<file path="src/rtl/pulse_train_gen_pkg.sv">
// Shared definitions for the pulse-train generator: FSM state encoding and
// default counter widths.
package pulse_train_gen_pkg;

    localparam int DEF_CNT_W = 8;
    localparam int DEF_NUM_W = 8;

    typedef enum logic [1:0] {
        ST_IDLE = 2'd0,
        ST_HIGH = 2'd1,
        ST_LOW  = 2'd2
    } state_t;

endpackage

</file>
<file path="src/rtl/pulse_train_gen_load_down_counter.sv">
// Loadable down counter that saturates at zero. Load takes priority over
// decrement. 'zero' flags a count of zero.
module load_down_counter
    import pulse_train_gen_pkg::*;
#(
    parameter int W = DEF_CNT_W
) (
    input  logic         clk,
    input  logic         rst,
    input  logic         load,
    input  logic [W-1:0] load_val,
    input  logic         en,
    output logic [W-1:0] count,
    output logic         zero
);

    // NOTE: sequential state uses non-blocking (<=) so every register samples
    // pre-edge values, independent of the order the always blocks run in.
    always_ff @(posedge clk) begin
        if (rst) begin
            count <= '0;
        end else if (load) begin
            count <= load_val;
        end else if (en && (count != '0)) begin
            count <= count - W'(1);
        end
    end

    assign zero = (count == '0);

endmodule

</file>
<file path="src/rtl/pulse_train_gen.sv">
// Programmable pulse-train generator: N high/low pulses of latched lengths,
// with registered level output, busy/done status and a falling-edge strobe.
module pulse_train_gen
    import pulse_train_gen_pkg::*;
#(
    parameter int CNT_W = DEF_CNT_W,
    parameter int NUM_W = DEF_NUM_W
) (
    input  logic             clk,
    input  logic             rst,
    input  logic             start,
    input  logic [CNT_W-1:0] high_len,
    input  logic [CNT_W-1:0] low_len,
    input  logic [NUM_W-1:0] num_pulses,
    output logic             pulse_out,
    output logic             busy,
    output logic             done,
    output logic             fall_strb
);

    state_t state, next_state;

    logic [CNT_W-1:0] high_m1_q, low_m1_q;
    logic [CNT_W-1:0] phase_count, phase_val;
    logic [NUM_W-1:0] pulse_count;
    logic             phase_zero, pulse_zero, phase_load, phase_en;
    logic             accept, reject, high_end, low_end, last_pulse;
    logic             pulse_d, busy_d, done_d, fall_d;

    assign accept     = (state == ST_IDLE) && start && (num_pulses != '0) && (high_len != '0);
    assign reject     = (state == ST_IDLE) && start && !((num_pulses != '0) && (high_len != '0));
    assign high_end   = (state == ST_HIGH) && phase_zero;
    assign low_end    = (state == ST_LOW) && phase_zero;
    assign last_pulse = (pulse_count == NUM_W'(1));

    // Config is captured only on an accepted start; lengths are stored minus one
    // because the phase counter runs from length-1 down to 0.
    always_ff @(posedge clk) begin
        if (rst) begin
            high_m1_q <= '0;
            low_m1_q  <= '0;
        end else if (accept) begin
            high_m1_q <= high_len - CNT_W'(1);
            low_m1_q  <= (low_len == '0) ? '0 : low_len - CNT_W'(1);
        end
    end

    assign phase_load = accept || (high_end && !last_pulse) || low_end;
    assign phase_en   = (state != ST_IDLE);
    assign phase_val  = accept             ? high_len - CNT_W'(1) :
                        (state == ST_HIGH) ? low_m1_q : high_m1_q;

    load_down_counter #(.W(CNT_W)) u_phase_cnt (
        .clk      (clk),
        .rst      (rst),
        .load     (phase_load),
        .load_val (phase_val),
        .en       (phase_en),
        .count    (phase_count),
        .zero     (phase_zero)
    );

    load_down_counter #(.W(NUM_W)) u_pulse_cnt (
        .clk      (clk),
        .rst      (rst),
        .load     (accept),
        .load_val (num_pulses),
        .en       (high_end && !pulse_zero),
        .count    (pulse_count),
        .zero     (pulse_zero)
    );

    always_ff @(posedge clk) begin
        if (rst) state <= ST_IDLE;
        else     state <= next_state;
    end

    // NOTE: every always_comb output gets a default first, so no path can
    // leave it unassigned and infer a latch.
    always_comb begin
        next_state = state;
        case (state)
            ST_IDLE: if (accept)   next_state = ST_HIGH;
            ST_HIGH: if (high_end) next_state = last_pulse ? ST_IDLE : ST_LOW;
            ST_LOW:  if (low_end)  next_state = ST_HIGH;
            default:               next_state = ST_IDLE;
        endcase
    end

    // Outputs are computed from the next state and registered, so they change
    // on the same edge as the state they describe.
    always_comb begin
        pulse_d = (next_state == ST_HIGH);
        busy_d  = (next_state != ST_IDLE);
        fall_d  = high_end;
        done_d  = reject || (high_end && last_pulse);
    end

    always_ff @(posedge clk) begin
        if (rst) begin
            pulse_out <= 1'b0;
            busy      <= 1'b0;
            done      <= 1'b0;
            fall_strb <= 1'b0;
        end else begin
            pulse_out <= pulse_d;
            busy      <= busy_d;
            done      <= done_d;
            fall_strb <= fall_d;
        end
    end

endmodule
</file>
<file path="config.mk">
export PLATFORM = sky130hd
export DESIGN_NAME = pulse_train_gen
export DESIGN_NICKNAME = d
export VERILOG_FILES = /design/src/rtl/pulse_train_gen_pkg.sv /design/src/rtl/pulse_train_gen_load_down_counter.sv /design/src/rtl/pulse_train_gen.sv
export SDC_FILE = /design/constraint.sdc
export NUM_CORES = 1
export LEC_CHECK = 0
export ABC_AREA = 1
export CORE_ASPECT_RATIO = 0.5
export CORE_UTILIZATION = 40
export DETAILED_ROUTE_END_ITERATION = 8
export GPL_TIMING_DRIVEN = 0
export PLACE_DENSITY = 0.63
export SETUP_SLACK_MARGIN = 0.05
export SLEW_MARGIN = 15
export SYNTH_ARGS = -nofsm -noshare
export SYNTH_HDL_FRONTEND = slang
export SYNTH_SLANG_ARGS = --single-unit
</file>
<file path="constraint.sdc">
create_clock -name clk -period 2 [get_ports clk]
set_input_delay 0.4 -clock clk [delete_from_list [all_inputs] [get_ports clk]]
set_output_delay 0.4 -clock clk [all_outputs]
set_load 0.02 [all_outputs]
</file>
# == Word level (Yosys, flattened, before mapping) ==
# Index checks and enable logic that the tools add are counted.
# word_totals
wordCells,59
rom_bits,0
reg_bits,38
inputBits,27
n_memories,0
out_inout_bits,4
latch_bits,0
mem_bits_rw,0
# op_classes
reduce_logical,30
bitwise,0
shifts,0
mul,0
addsub,4
n_div,0
eq_ne,4
n_mux,12
n_lt_le_gt_ge,0
# ops
op,count
two-way mux 8 bit,7
nonzero test 8 bit,4
"subtractor 8 x 1 -> 8 bit, second input constant",4
logical NOT 8 bit,3
logical AND 1 bit,12
"equality test 8 x 1 -> 1 bit, second input constant",1
two-way mux 2 bit,4
nonzero test 2 bit,4
one-hot mux 2 bit (3 select lines),1
"equality test 2 x 1 -> 1 bit, second input constant",2
logical NOT 1 bit,3
logical OR 1 bit,3
"equality test 2 bit, second input constant",1
logical NOT 2 bit,1

# == Longest topological paths before layout ==
# logic_depth
depth_word,7
ltp_mapped,14
ltp_nobuf,13

# == Hierarchy ==
# From an unflattened synthesis, not the netlist that was laid out.
# unflattened
hier_cells,419
hier_area_um2,2665.1
# modules_own_cells
mod,cells_each,seq_area_each_um2,n_inst,area_per_inst_um2
pulse_train_gen,211,440.4,1,1463.9
load_down_counter,104,160.2,2,600.6

# == Worst setup path before layout ==
# No wires, ideal clock.
# synth_timing
kind,in2reg
from,input port high_len[0]
to,register u_phase_cnt.count[2]
path_slack_ps,345
setup_ps,115
t_arrival_ps,1540
required_ps,1885
stages,12
path_buffers,1
cell_sequence,inv_1 > ha_1 > nand2_1 > nor2_1 > nand2_2 > nand3_4 > buf_12 > nand2_4 > nor2_8 > nand2_4 > o21ai_1 > nor2_1
# synth_between
elab_chain_cells,5
elab_cells_between_ends,8
cone_classes,1 x add/sub; 2 x mux; 5 x reduce/logical
# synth_rtl
item,line,text
"start, declared",pulse_train_gen.sv:12,"input logic [CNT_W-1:0] high_len,"
"parallel branches: the longest is 5 deep, another holds subtractor 8 x 1 -> 8 bit",-,
"end signal, assigned",pulse_train_gen_load_down_counter.sv:23,count <= load_val;
"end signal, assigned",pulse_train_gen_load_down_counter.sv:25,count <= count - W'(1);
"end, declared",pulse_train_gen_load_down_counter.sv:13,"output logic [W-1:0] count,"
# Several ways; the timed one is not identified.
# A chain may end at the register's enable or synchronous reset.

# == Final worst setup path ==
# layout_timing
from,input port high_len[3]
to,register u_phase_cnt.count[7]
# The elaborated chain is that of the path after synthesis.

==> flow_metrics.env <==
export IMPL_coreArea_sq_mm=0.00613
export IMPL_crit_required_ns=2.17
export IMPL_stdcell_count=496
export IMPL_grt_max_degree=14
export IMPL_synth_ff_type="dfxtp_1"
export IMPL_grt_pass1_vias=2212
export IMPL_htreeDepth=2
export IMPL_drc=0
export IMPL_synth_edf_count=0
export IMPL_synth_top_area_share_pct=29.6
export IMPL_min_period_ns=1.83
export IMPL_async_flop_share_pct=0
export IMPL_max_freq_mhz=548
export IMPL_r2r_start="u_phase_cnt.count[0]$_SDFFE_PP0P_"
export IMPL_gp_congestion=0.854
export IMPL_io_pin_count=31
export IMPL_clockBufferDepth=2
export IMPL_hold_depth=2
export IMPL_routed_wl_microns=6230
export IMPL_numCtsBuffers=5
export IMPL_antenna_found_initial=0
export IMPL_max_slew_worst_pin_slew_ns=0.514
export IMPL_fin_worst_skew_ns=0.00342
export IMPL_area_delta_synth_final_pct=29.1
export IMPL_yosysWarningCount=0
export IMPL_rows=20
export IMPL_min_delay_start="low_m1_q[5]$_SDFFE_PP0P_"
export IMPL_drv_slew=0
export IMPL_cts_tree="done"
export IMPL_fp_dieW_microns=115
export IMPL_root_buffer="clkbuf_16"
export IMPL_total_power_mw=4.17
export IMPL_drv_cap=0
export IMPL_io_buffers=29
export IMPL_critPathArrivalTime_ns=2.00
export IMPL_wl_per_cell_microns=12.6
export IMPL_dieHeight_microns=58.7
export IMPL_syn_num_nets=396
export IMPL_clock_sinks=38
export IMPL_ys_seq_area_share_pct=29.6
export IMPL_path_class="input pin to register"
export IMPL_synth_common_cells="nand2_1, dfxtp_1, nor2_1"
export IMPL_finalCritPeriodShare_pct=91.3
export IMPL_start_kind="input pin"
export IMPL_maxSlewHeadroom_pct=65.7
export IMPL_grt_busiest_layer="met2"
export IMPL_synth_seq_cells=38
export IMPL_grt_met3_usage_pct=3.40
export IMPL_antenna_diode_count=0
export IMPL_hp_class="register to register"
export IMPL_yosys_area_top_type="dfxtp_1"
export IMPL_rsz0062_at_grt="false"
export IMPL_clock_latency_ns=0.28
export IMPL_grt_pass1_wl_microns=10100
export IMPL_crit_fanout=8
export IMPL_cts_clk_slew_worst_paths_ns=0.06
export IMPL_dp_hpwl_microns=4700
export IMPL_vias=2380
export IMPL_start_util_pct=41.9
export IMPL_grt_use_total_pct=19.5
export IMPL_syn_area_sq_mm=0.00257
export IMPL_syn_inst=362
export IMPL_ctsHoldBuffers=0
export IMPL_drive_gt1_share_pct=20.1
export IMPL_leakage_nw=1.50
export IMPL_drt_first_pass_iters=4
export IMPL_fin_area_sq_mm=0.00331
export IMPL_rrSetupSlack_ns=0.22
export IMPL_use_met1_pct=25.9
export IMPL_ir_drop_mv=0.403
export IMPL_crit_slowest_cell="clkdlybuf4s50_1"
export IMPL_endpoint_kind="register"
export IMPL_avgSynthCellArea_sq_um=7.09
export IMPL_hold_end="low_m1_q[5]$_SDFFE_PP0P_"
export IMPL_ys_types=38
export IMPL_place_area_sq_mm=0.00297
export IMPL_vias_per_cell=4.80
export IMPL_status="completed"
export IMPL_max_stage_delay_ns=0.43
export IMPL_worst_r2r_path_depth=10
export IMPL_synth_area_leaders="dfxtp_1, nand2_1, nor2_1"
export IMPL_synth_most_common_cell="nand2_1"
export IMPL_die_area_sq_mm=0.00676
export IMPL_drt_iter0_markers=113
export IMPL_path_cells="clkdlybuf4s50_1, inv_2, nand2_2, nor2_4, nand2_2, nand3_4, buf_12, nand2_4, nor2_8, nand2_4, o21ai_1, nor2_1"
export IMPL_finalHoldViolations=0
export IMPL_use_met2_pct=33.4
export IMPL_rr_endpoint="u_pulse_cnt.count[5]$_SDFFE_PP0P_"
export IMPL_postRouteAntennaNets=0
export IMPL_placedCellCount=479
export IMPL_grt_ovfl_total=0
export IMPL_fin_nets=441
export IMPL_power_density_mw_per_mm2=1260
export IMPL_setup_violations=0
-- per-stage QoR --
stage / setup WS, ns / setup TNS, ns / hold WS (ns) / utilization (%)
5_1_grt: 0.0732 / 0 / 0.495 / 54.1
3_5_place_dp: -0.307 / -7.39 / 0.461 / 48.4
3_3_place_gp: -0.266 / -5.92 / 0.452 / 48.4
4_1_cts: 0.0741 / 0 / 0.470 / 52.3
2_1_floorplan: 0.345 / 0 / 0.443 / -
6_report: 0.174 / 0 / 0.467 / 54.1
-- final cells by class --
class                   count  area, sq um
clock buffers               5          125
well taps                  88          110
plain buffers              10         93.8
fillers                   580         2820
repair buffers             38          398
clock inverters             3         68.8
multi-input cells         272         1590
inverters                  42          168
flip-flops and latches     38          761
-- how the worst max path moves through the flow --
stage / start / endpoint / slack (ns) / cells past startpoint
after global placement: high_len[0] / u_phase_cnt.count[1]$_SDFFE_PP0P_ / -0.27 / 14
after floorplan: high_len[0] / u_phase_cnt.count[2]$_SDFFE_PP0P_ / 0.35 / 12
after global routing: num_pulses[7] / u_phase_cnt.count[7]$_SDFFE_PP0P_ / 0.07 / 12
after detailed placement: high_len[0] / u_phase_cnt.count[7]$_SDFFE_PP0P_ / -0.31 / 13
final: high_len[3] / u_phase_cnt.count[7]$_SDFFE_PP0P_ / 0.17 / 12
after CTS: high_len[1] / u_phase_cnt.count[7]$_SDFFE_PP0P_ / 0.07 / 13
-- cell usage in the layout, fill, tap and decap left out, types with 9 or more instances in the layout --
| cell | instances |
|---|---|
| nand3_1 | 14 |
| xor2_1 | 15 |
| clkdlybuf4s50_1 | 25 |
| inv_2 | 9 |
| nor2_1 | 34 |
| nand2_1 | 102 |
| nand2_2 | 14 |
| dfxtp_1 | 38 |
| a21oi_1 | 23 |
| inv_1 | 29 |
-- flip-flops by register name, indices dropped and copies added, names as in the netlist --
| signal | count |
|---|---|
| high_m1_q | 8 |
| low_m1_q | 8 |
| u_phase_cnt.count | 8 |
| u_pulse_cnt.count | 8 |
| state | 2 |
| busy | 1 |
| done | 1 |
| fall_strb | 1 |
| pulse_out | 1 |
-- logic make-up after synthesis --
group / Yosys count / share of synthesized area [%]
DFF: 38 / 29.6
adders and majority gates: 7 / 3.41
xor gates and xnor gates: 20 / 6.82
AOI/OAI and AO/OA: 52 / 12.5
buffers and inverters: 52 / 9.70
and+or+nand+nor: 193 / 37.9
-- critical path, delay by kind of cell --
kind                   cells  cell delay, ns
buffers and inverters      3            0.68
AO/OA/AOI/OAI              1            0.14
AND/OR/NAND/NOR            8            0.78
-- per-layer routing --
| layer | wire [microns] | part of all wire, % | up-vias |
|---|---|---|---|
| met4 | 76 | 1.2 | 0 |
| met2 | 2840 | 46 | 56 |
| met3 | 377 | 6.0 | 7 |
| met1 | 2940 | 47 | 1085 |
| met5 | 0 | 0 | - |
| li1 | - | - | 1232 |
-- where the power goes --
group / switching, mW / internal [mW] / total (mW)
clock network: 0.328 / 0.717 / 1.05
registers: 0.161 / 0.935 / 1.10
logic: 1.19 / 0.835 / 2.02
total: 1.68 / 2.49 / 4.17
-- timing repair --
action                                 4_1_cts  5_1_grt
pin swaps                                    1        8
gates cloned                                 0        1
endpoints found under the hold margin        0        0
buffers inserted                             4        4
resized for setup                            3       16
setup endpoints to repair                    8       25
(Power assumes the default switching activity.)
